`src/rtl/vcpu32_rf_pkg.sv`:
```
// Shared types and limits for the parametrised VCPU-32 register file.
// Contents:
//   WORD_LENGTH  default register width (left untouched if already defined)
//   rf_state_t   clear-sweep state (RF_INIT while zeroing, RF_READY afterwards)
//   RF_MAX_RD    largest supported number of read ports
//   RF_MAX_WR    largest supported number of write ports
`ifndef WORD_LENGTH
`define WORD_LENGTH 32
`endif

package vcpu32_rf_pkg;

  typedef enum logic [0:0] {
    RF_INIT  = 1'b0,
    RF_READY = 1'b1
  } rf_state_t;

  localparam int RF_MAX_RD = 4;
  localparam int RF_MAX_WR = 2;

endpackage

```
`src/rtl/register_file_read_port.sv`:
```
// One combinational read port of the register file.
// It selects between zero, a forwarded same-cycle write, and the stored word.
// Ports:
//   ready    array initialised; when low the port reads zero
//   addr     read address
//   wr_en    per-write-port enables, already qualified (READY state, not dropped)
//   wr_addr  packed write addresses, port p at [p*AW +: AW]
//   wr_data  packed write data, port p at [p*WIDTH +: WIDTH]
//   stored   array word currently held at addr
//   data     read result
module register_file_read_port
  import vcpu32_rf_pkg::*;
#(
  parameter int AW       = 4,
  parameter int WIDTH    = 32,
  parameter int NUM_WR   = 2,
  parameter int BYPASS   = 1,
  parameter int ZERO_REG = 1
) (
  input  logic                    ready,
  input  logic [AW-1:0]           addr,
  input  logic [NUM_WR-1:0]       wr_en,
  input  logic [NUM_WR*AW-1:0]    wr_addr,
  input  logic [NUM_WR*WIDTH-1:0] wr_data,
  input  logic [WIDTH-1:0]        stored,
  output logic [WIDTH-1:0]        data
);

  logic [WIDTH-1:0] mux_s;

  // Read mux: zero while not ready or for r0, otherwise bypass or stored word.
  always_comb begin
    mux_s = stored;
    if (!ready) begin
      mux_s = '0;
    end else if ((ZERO_REG != 0) && (addr == '0)) begin
      mux_s = '0;
    end else if (BYPASS != 0) begin
      // Walk from the highest port down so port 0 is applied last and wins.
      for (int p = NUM_WR - 1; p >= 0; p--) begin
        if (wr_en[p] && (wr_addr[p*AW +: AW] == addr)) begin
          mux_s = wr_data[p*WIDTH +: WIDTH];
        end else begin
          mux_s = mux_s;
        end
      end
    end else begin
      mux_s = stored;
    end
  end

  assign data = mux_s;

endmodule

```
`src/rtl/register_file_nr_nw.sv`:
```
// Parametrised N-read / N-write register file for the VCPU-32 pipeline.
// The array has no reset of its own: after rst or a clear request a sweep
// writes zero to one entry per cycle, and 'ready' rises once every entry
// has been cleared. This keeps the storage mappable onto FPGA RAM.
// Ports:
//   clk          clock, all state updates on the rising edge
//   rst          asynchronous active-high reset
//   clear        request a full clear sweep
//   ready        array initialised; reads and writes honoured
//   readAddr     packed read addresses, port k at [k*AW +: AW]
//   readData     packed read data, port k at [k*WIDTH +: WIDTH]
//   writeEnable  per-port write enable
//   writeAddr    packed write addresses
//   writeData    packed write data
//   wrConflict   registered: both write ports hit one address last cycle
`ifndef WORD_LENGTH
`define WORD_LENGTH 32
`endif

module register_file_nr_nw
  import vcpu32_rf_pkg::*;
#(
  parameter  int SIZE     = 16,
  parameter  int WIDTH    = `WORD_LENGTH,
  parameter  int NUM_RD   = 3,
  parameter  int NUM_WR   = 2,
  parameter  int BYPASS   = 1,
  parameter  int ZERO_REG = 1,
  localparam int AW       = $clog2(SIZE)
) (
  input  logic                    clk,
  input  logic                    rst,
  input  logic                    clear,
  output logic                    ready,
  input  logic [NUM_RD*AW-1:0]    readAddr,
  output logic [NUM_RD*WIDTH-1:0] readData,
  input  logic [NUM_WR-1:0]       writeEnable,
  input  logic [NUM_WR*AW-1:0]    writeAddr,
  input  logic [NUM_WR*WIDTH-1:0] writeData,
  output logic                    wrConflict
);

  if ((NUM_RD < 1) || (NUM_RD > RF_MAX_RD)) begin : g_bad_num_rd
    $error("register_file_nr_nw: NUM_RD out of range");
  end
  if ((NUM_WR < 1) || (NUM_WR > RF_MAX_WR)) begin : g_bad_num_wr
    $error("register_file_nr_nw: NUM_WR out of range");
  end

  rf_state_t         state_r;
  logic [AW-1:0]     clr_ptr_r;
  logic              ready_r;
  logic              wr_conflict_r;
  logic [WIDTH-1:0]  mem_r [SIZE];
  logic [NUM_WR-1:0] wr_en_s;
  logic              conflict_s;

  assign ready      = ready_r;
  assign wrConflict = wr_conflict_r;

  // Qualified write enables: only in READY, and r0 writes dropped when hardwired.
  always_comb begin
    wr_en_s = '0;
    for (int p = 0; p < NUM_WR; p++) begin
      if (state_r != RF_READY) begin
        wr_en_s[p] = 1'b0;
      end else if ((ZERO_REG != 0) && (writeAddr[p*AW +: AW] == '0)) begin
        wr_en_s[p] = 1'b0;
      end else begin
        wr_en_s[p] = writeEnable[p];
      end
    end
  end

  // Conflict uses the raw enables, so a clash on r0 is still reported.
  if (NUM_WR >= 2) begin : g_conflict
    assign conflict_s = writeEnable[0] & writeEnable[1] &
                        (writeAddr[0 +: AW] == writeAddr[AW +: AW]);
  end else begin : g_no_conflict
    assign conflict_s = 1'b0;
  end

  // Sweep FSM: clear pointer, ready flag and registered conflict pulse.
  always_ff @(posedge clk or posedge rst) begin
    if (rst) begin
      state_r       <= RF_INIT;
      clr_ptr_r     <= '0;
      ready_r       <= 1'b0;
      wr_conflict_r <= 1'b0;
    end else begin
      case (state_r)
        RF_INIT: begin
          wr_conflict_r <= 1'b0;
          if (clear) begin
            clr_ptr_r <= '0;
          end else if (clr_ptr_r == AW'(SIZE - 1)) begin
            clr_ptr_r <= '0;
            state_r   <= RF_READY;
            ready_r   <= 1'b1;
          end else begin
            clr_ptr_r <= clr_ptr_r + AW'(1);
          end
        end
        RF_READY: begin
          wr_conflict_r <= conflict_s;
          if (clear) begin
            state_r   <= RF_INIT;
            clr_ptr_r <= '0;
            ready_r   <= 1'b0;
          end else begin
            clr_ptr_r <= '0;
          end
        end
        default: begin
          state_r       <= RF_INIT;
          clr_ptr_r     <= '0;
          ready_r       <= 1'b0;
          wr_conflict_r <= 1'b0;
        end
      endcase
    end
  end

  // Array update: sweep zero in INIT, otherwise port writes with port 0 last so it wins.
  always_ff @(posedge clk) begin
    if (state_r == RF_INIT) begin
      mem_r[clr_ptr_r] <= '0;
    end else begin
      for (int p = NUM_WR - 1; p >= 0; p--) begin
        if (wr_en_s[p]) begin
          mem_r[writeAddr[p*AW +: AW]] <= writeData[p*WIDTH +: WIDTH];
        end
      end
    end
  end

  for (genvar k = 0; k < NUM_RD; k++) begin : g_rd
    register_file_read_port #(
      .AW       (AW),
      .WIDTH    (WIDTH),
      .NUM_WR   (NUM_WR),
      .BYPASS   (BYPASS),
      .ZERO_REG (ZERO_REG)
    ) u_rd (
      .ready   (ready_r),
      .addr    (readAddr[k*AW +: AW]),
      .wr_en   (wr_en_s),
      .wr_addr (writeAddr),
      .wr_data (writeData),
      .stored  (mem_r[readAddr[k*AW +: AW]]),
      .data    (readData[k*WIDTH +: WIDTH])
    );
  end

endmodule

```
`config.mk`:
```
export PLATFORM = sky130hd
export DESIGN_NAME = register_file_nr_nw
export DESIGN_NICKNAME = d
export VERILOG_FILES = /design/src/rtl/vcpu32_rf_pkg.sv /design/src/rtl/register_file_read_port.sv /design/src/rtl/register_file_nr_nw.sv
export SDC_FILE = /design/constraint.sdc
export NUM_CORES = 2
export LEC_CHECK = 0
export BUFFER_PORTS_ARGS = -buffer_cell sky130_fd_sc_hd__buf_2
export CORE_UTILIZATION = 42
export CTS_CLUSTER_SIZE = 25
export DETAILED_ROUTE_END_ITERATION = 8
export SETUP_SLACK_MARGIN = 0.1
export SYNTH_ARGS = -nofsm -noshare
export SYNTH_HDL_FRONTEND = slang
export SYNTH_SLANG_ARGS = --single-unit
```
`constraint.sdc`:
```
create_clock -name clk -period 4.35 [get_ports clk]
set_input_delay 0.6525 -clock clk [delete_from_list [all_inputs] [get_ports clk]]
set_output_delay 0.6525 -clock clk [all_outputs]
set_load 0.005 [all_outputs]
```
==> results.md <==
- Worst Hold Class: in2reg
- Synth Warn #: 0
- Total number of vias: 29,210
- Post-DRT Antenna Nets: 0
- Register-to-register path setup slack: around 1100 ps
- Synth top area cells: edfxtp_1 43%, mux4_2 18%, mux2i_1 8.0%, nand2_1 6.2%, o21ai_0 5.8%
- Clock tree from TritonCTS: built
- Crit path from: state_r$_DFF_PP0_
- Synth cell types: 50
- Dpl cells: approximately 4,400
- Core Box Area: approximately 85,000 µm²
- First-pass GRT wire length: between 150,000 and 200,000 µm
- Total track usage: between 30% and 40%
- Total Wirelength: between 100,000 and 150,000 µm
- Clock skew: a little under 30 ps
- Largest net degree at the start of global routing: 115
- Initial Utilization: between 40 and 50%
- Worst slack, placed: just under 600 ps
- Mapped Nets: 3,427
- Period utilization: around 92%
- Final Cell Area: 40,200 µm²
- Post-synthesis sequential area ratio: 43.14%
- Lkg Pwr: around 14 nW
- Die width: 295.0 µm
- Non-Filler Instances: 4,504
- Mux cell area share after synthesis: ~26%
- Pwr Density: a little over 300 nW/µm²
- Data arrival, critical path: between 3000 and 4000 ps
- Sequential share of power: a little under half
- Total power: between 10 and 15 mW
- Number of nets in the layout: between 3,000 and 4,000
- CTS Sinks: ~520
- EDFF count, synth: roughly 510
- Critical Path RT: between 3000 and 4000 ps
- Cell type with the largest total area after synthesis: edfxtp_1
- Post-CTS setup buffers: 0
- H-tree depth: 2
- Post-Route Setup TNS: 0 ps
- Element type at the critical path end: output pin
- Async set-reset flop share out of synthesis: around 1.3%
- Top delay family on crit path: compound AO/OA/AOI/OAI gates
- Compound-Gate Fraction of Synth Area: ~14%
- Critical path class: reg2out
- Max cap viols: 0
- Vias in the first global route: about 28,000
- Synth Area in Adders: less than 1%
- Final hold vios: 0
- Worst-Margin Slew: 1100 ps
- Maximum clock path buffer count: 3
- Psw: 3.242 mW
- CTS root buf: clkbuf_16
- I/O pin count: 187
- Hold Crit Start: clear
- Combinational share of power: between 10% and 20%
- Ordered cell list for the critical path: nand2_1, nor2_4, a211o_2, buf_4, o221ai_1, a21oi_1, buf_2
- TritonCTS buffer count: 58
- Wirelength per Cell: about 30 µm
- Synthesized flop and latch total: 519
- Synthesized instance count: 3,337
- Min Hold Slack: approximately 230 ps
- Skew-Pair Late Insertion Delay: around 660 ps
- Grt ovf: 0
- Vias per std cell: around 6.5
- Hold depth: 2
- Die area: 87,000 µm²
- Slew margin rel.: approximately a quarter
- Maximum VDD drop: about 340 µV
- Std-Cell Rows: approximately 110
- Fmax: about 250 MHz
- Commonest cells post-synth: 591 x nand2_1, 512 x edfxtp_1, 416 x o21ai_0
- Xor/xnor share of the synthesized area: 0.7046%
- Fin util: 47.22%
- Slack of the critical path: 328.0 ps
- Worst path max stage delay: about 550 ps
- Run status: finished clean
- Tmin final: a little over 4000 ps
- Pre-antenna DRT Iters: 5
- CP startpoint kind: flop
- Initial DRC count: slightly below 4,000
- Mean Syn Cell Area: ~11 µm²
- Syn-to-layout area delta: 11.53%
- Max-slew violation count: 0
- Count leader, synth: nand2_1
- Setup Viol. Count Final: 0
- Clk pwr share: a little over two fifths
- P_int: 9.198 mW
- Die height: roughly 300 µm
- R2r worst-path depth: 6
- Hold endpoint: state_r$_DFF_PP0_
- Worst R2R Start: state_r$_DFF_PP0_
- Share of the synthesized area in the top cell type: between 40% and 50%
- Layout cell share with drive strength beyond 1: between 20% and 30%
- Switching Fraction: between 20% and 30%
- PortBufs: 186
- Post-Syn Area: between 30,000 and 40,000 µm²
- Detailed Place HPWL: between 80,000 and 90,000 µm
- RSZ-0062 raised after global routing: no
- Placer Congestion: around 0.87
- Worst r2r dst: mem_r[2][14]$_DFFE_PP_
- Residual DRC: 0
- Cell with the largest stage delay on the worst path: a211o_2
- Largest family of logic cells by synthesized area: multiplexers
- Simple-gate portion of the synthesized area: between 10 and 15%
- Initial antenna violation count: 5
- Crit path buffers/inverters: 2
- CTS clock-pin slew for the worst setup and hold paths: around 60 ps
- Ys flop type: edfxtp_1
- Critical-path maximum fanout: 13
- Placed inst area: between 30,000 and 40,000 µm²
## layer usage
metal  vias to the layer above  part of all wire [%]  global-route usage, %
met4                         2                   5.2                  15.13
met5                         -                0.0059                      0
met1                     14310                    38                  41.91
met3                       356                    11                  6.014
met2                      1964                    46                  48.33
li1                      12580                     -                      -
## worst max-delay path by stage
| stage | to | slack (ps) | depth (start not counted) |
|---|---|---|---|
| finish | readData[50] | 330 | 7 |
| global route | readData[50] | 140 | 7 |
| CTS | readData[50] | 230 | 7 |
| detailed placement | readData[81] | 590 | 7 |
| global placement | readData[81] | 670 | 7 |
| floorplan | mem_r[5][0]$_DFFE_PP_ | 260 | 8 |
## cells by family after synthesis
kind of cell             after synthesis
flip-flops                           519
AO/OA/AOI/OAI                        900
XOR/XNOR                              29
AND/OR/NAND/NOR                      874
multiplexers                         576
adder cells (fa/ha/maj)                1
buffers and inverters                438
## registers in the layout, summed over array words and instances (netlist names)
| signal | count |
|---|---|
| mem_r | 512 |
| clr_ptr_r | 4 |
| ready | 1 |
| state_r | 1 |
| wrConflict | 1 |
## worst register-to-register path: cells and delay by family, from the launching register on
kind                   cells  cell delay [ps]
DFF                        1              530
buffers and inverters      2              870
AOI/OAI and AO/OA          2              920
and+or+nand+nor            2              630
## repair_timing
item	CTS	global route
setup endpoints to repair	0	7
hold endpoints to repair	7	0
hold buffers	1	0
gates resized for setup	0	1
## layout by cell type, fill, tap and decap left out, drive strengths merged, types with 99 or more instances in the layout
| master | n |
|---|---|
| edfxtp | 512 |
| nand2 | 620 |
| o21ai | 485 |
| mux4 | 288 |
| nand3 | 99 |
| nor2 | 111 |
| a21oi | 193 |
| mux2i | 288 |
| buf | 313 |
## layout make-up
class,count,area (µm²)
Multi-Input combinational cell,2380,18890
Sequential cell,519,15550
Timing Repair Buffer,317,2213
Inverter,36,135.1
Fill cell,7743,44940
Clock buffer,67,1506
Antenna cell,1,2.502
Tap cell,1144,1431
Clock inverter,40,479.2
## power by group through the flow
stage	Sequential (mW)	Combinational [mW]	Clock, mW
3_3_place_gp	5.71	1.56	0
5_1_grt	5.63	1.65	5.42
3_5_place_dp	5.72	1.56	0
4_1_cts	5.61	1.56	5.25
6_report	5.61	1.59	5.24
2_1_floorplan	5.70	1.03	0
Power figures use the tool's default switching activity.
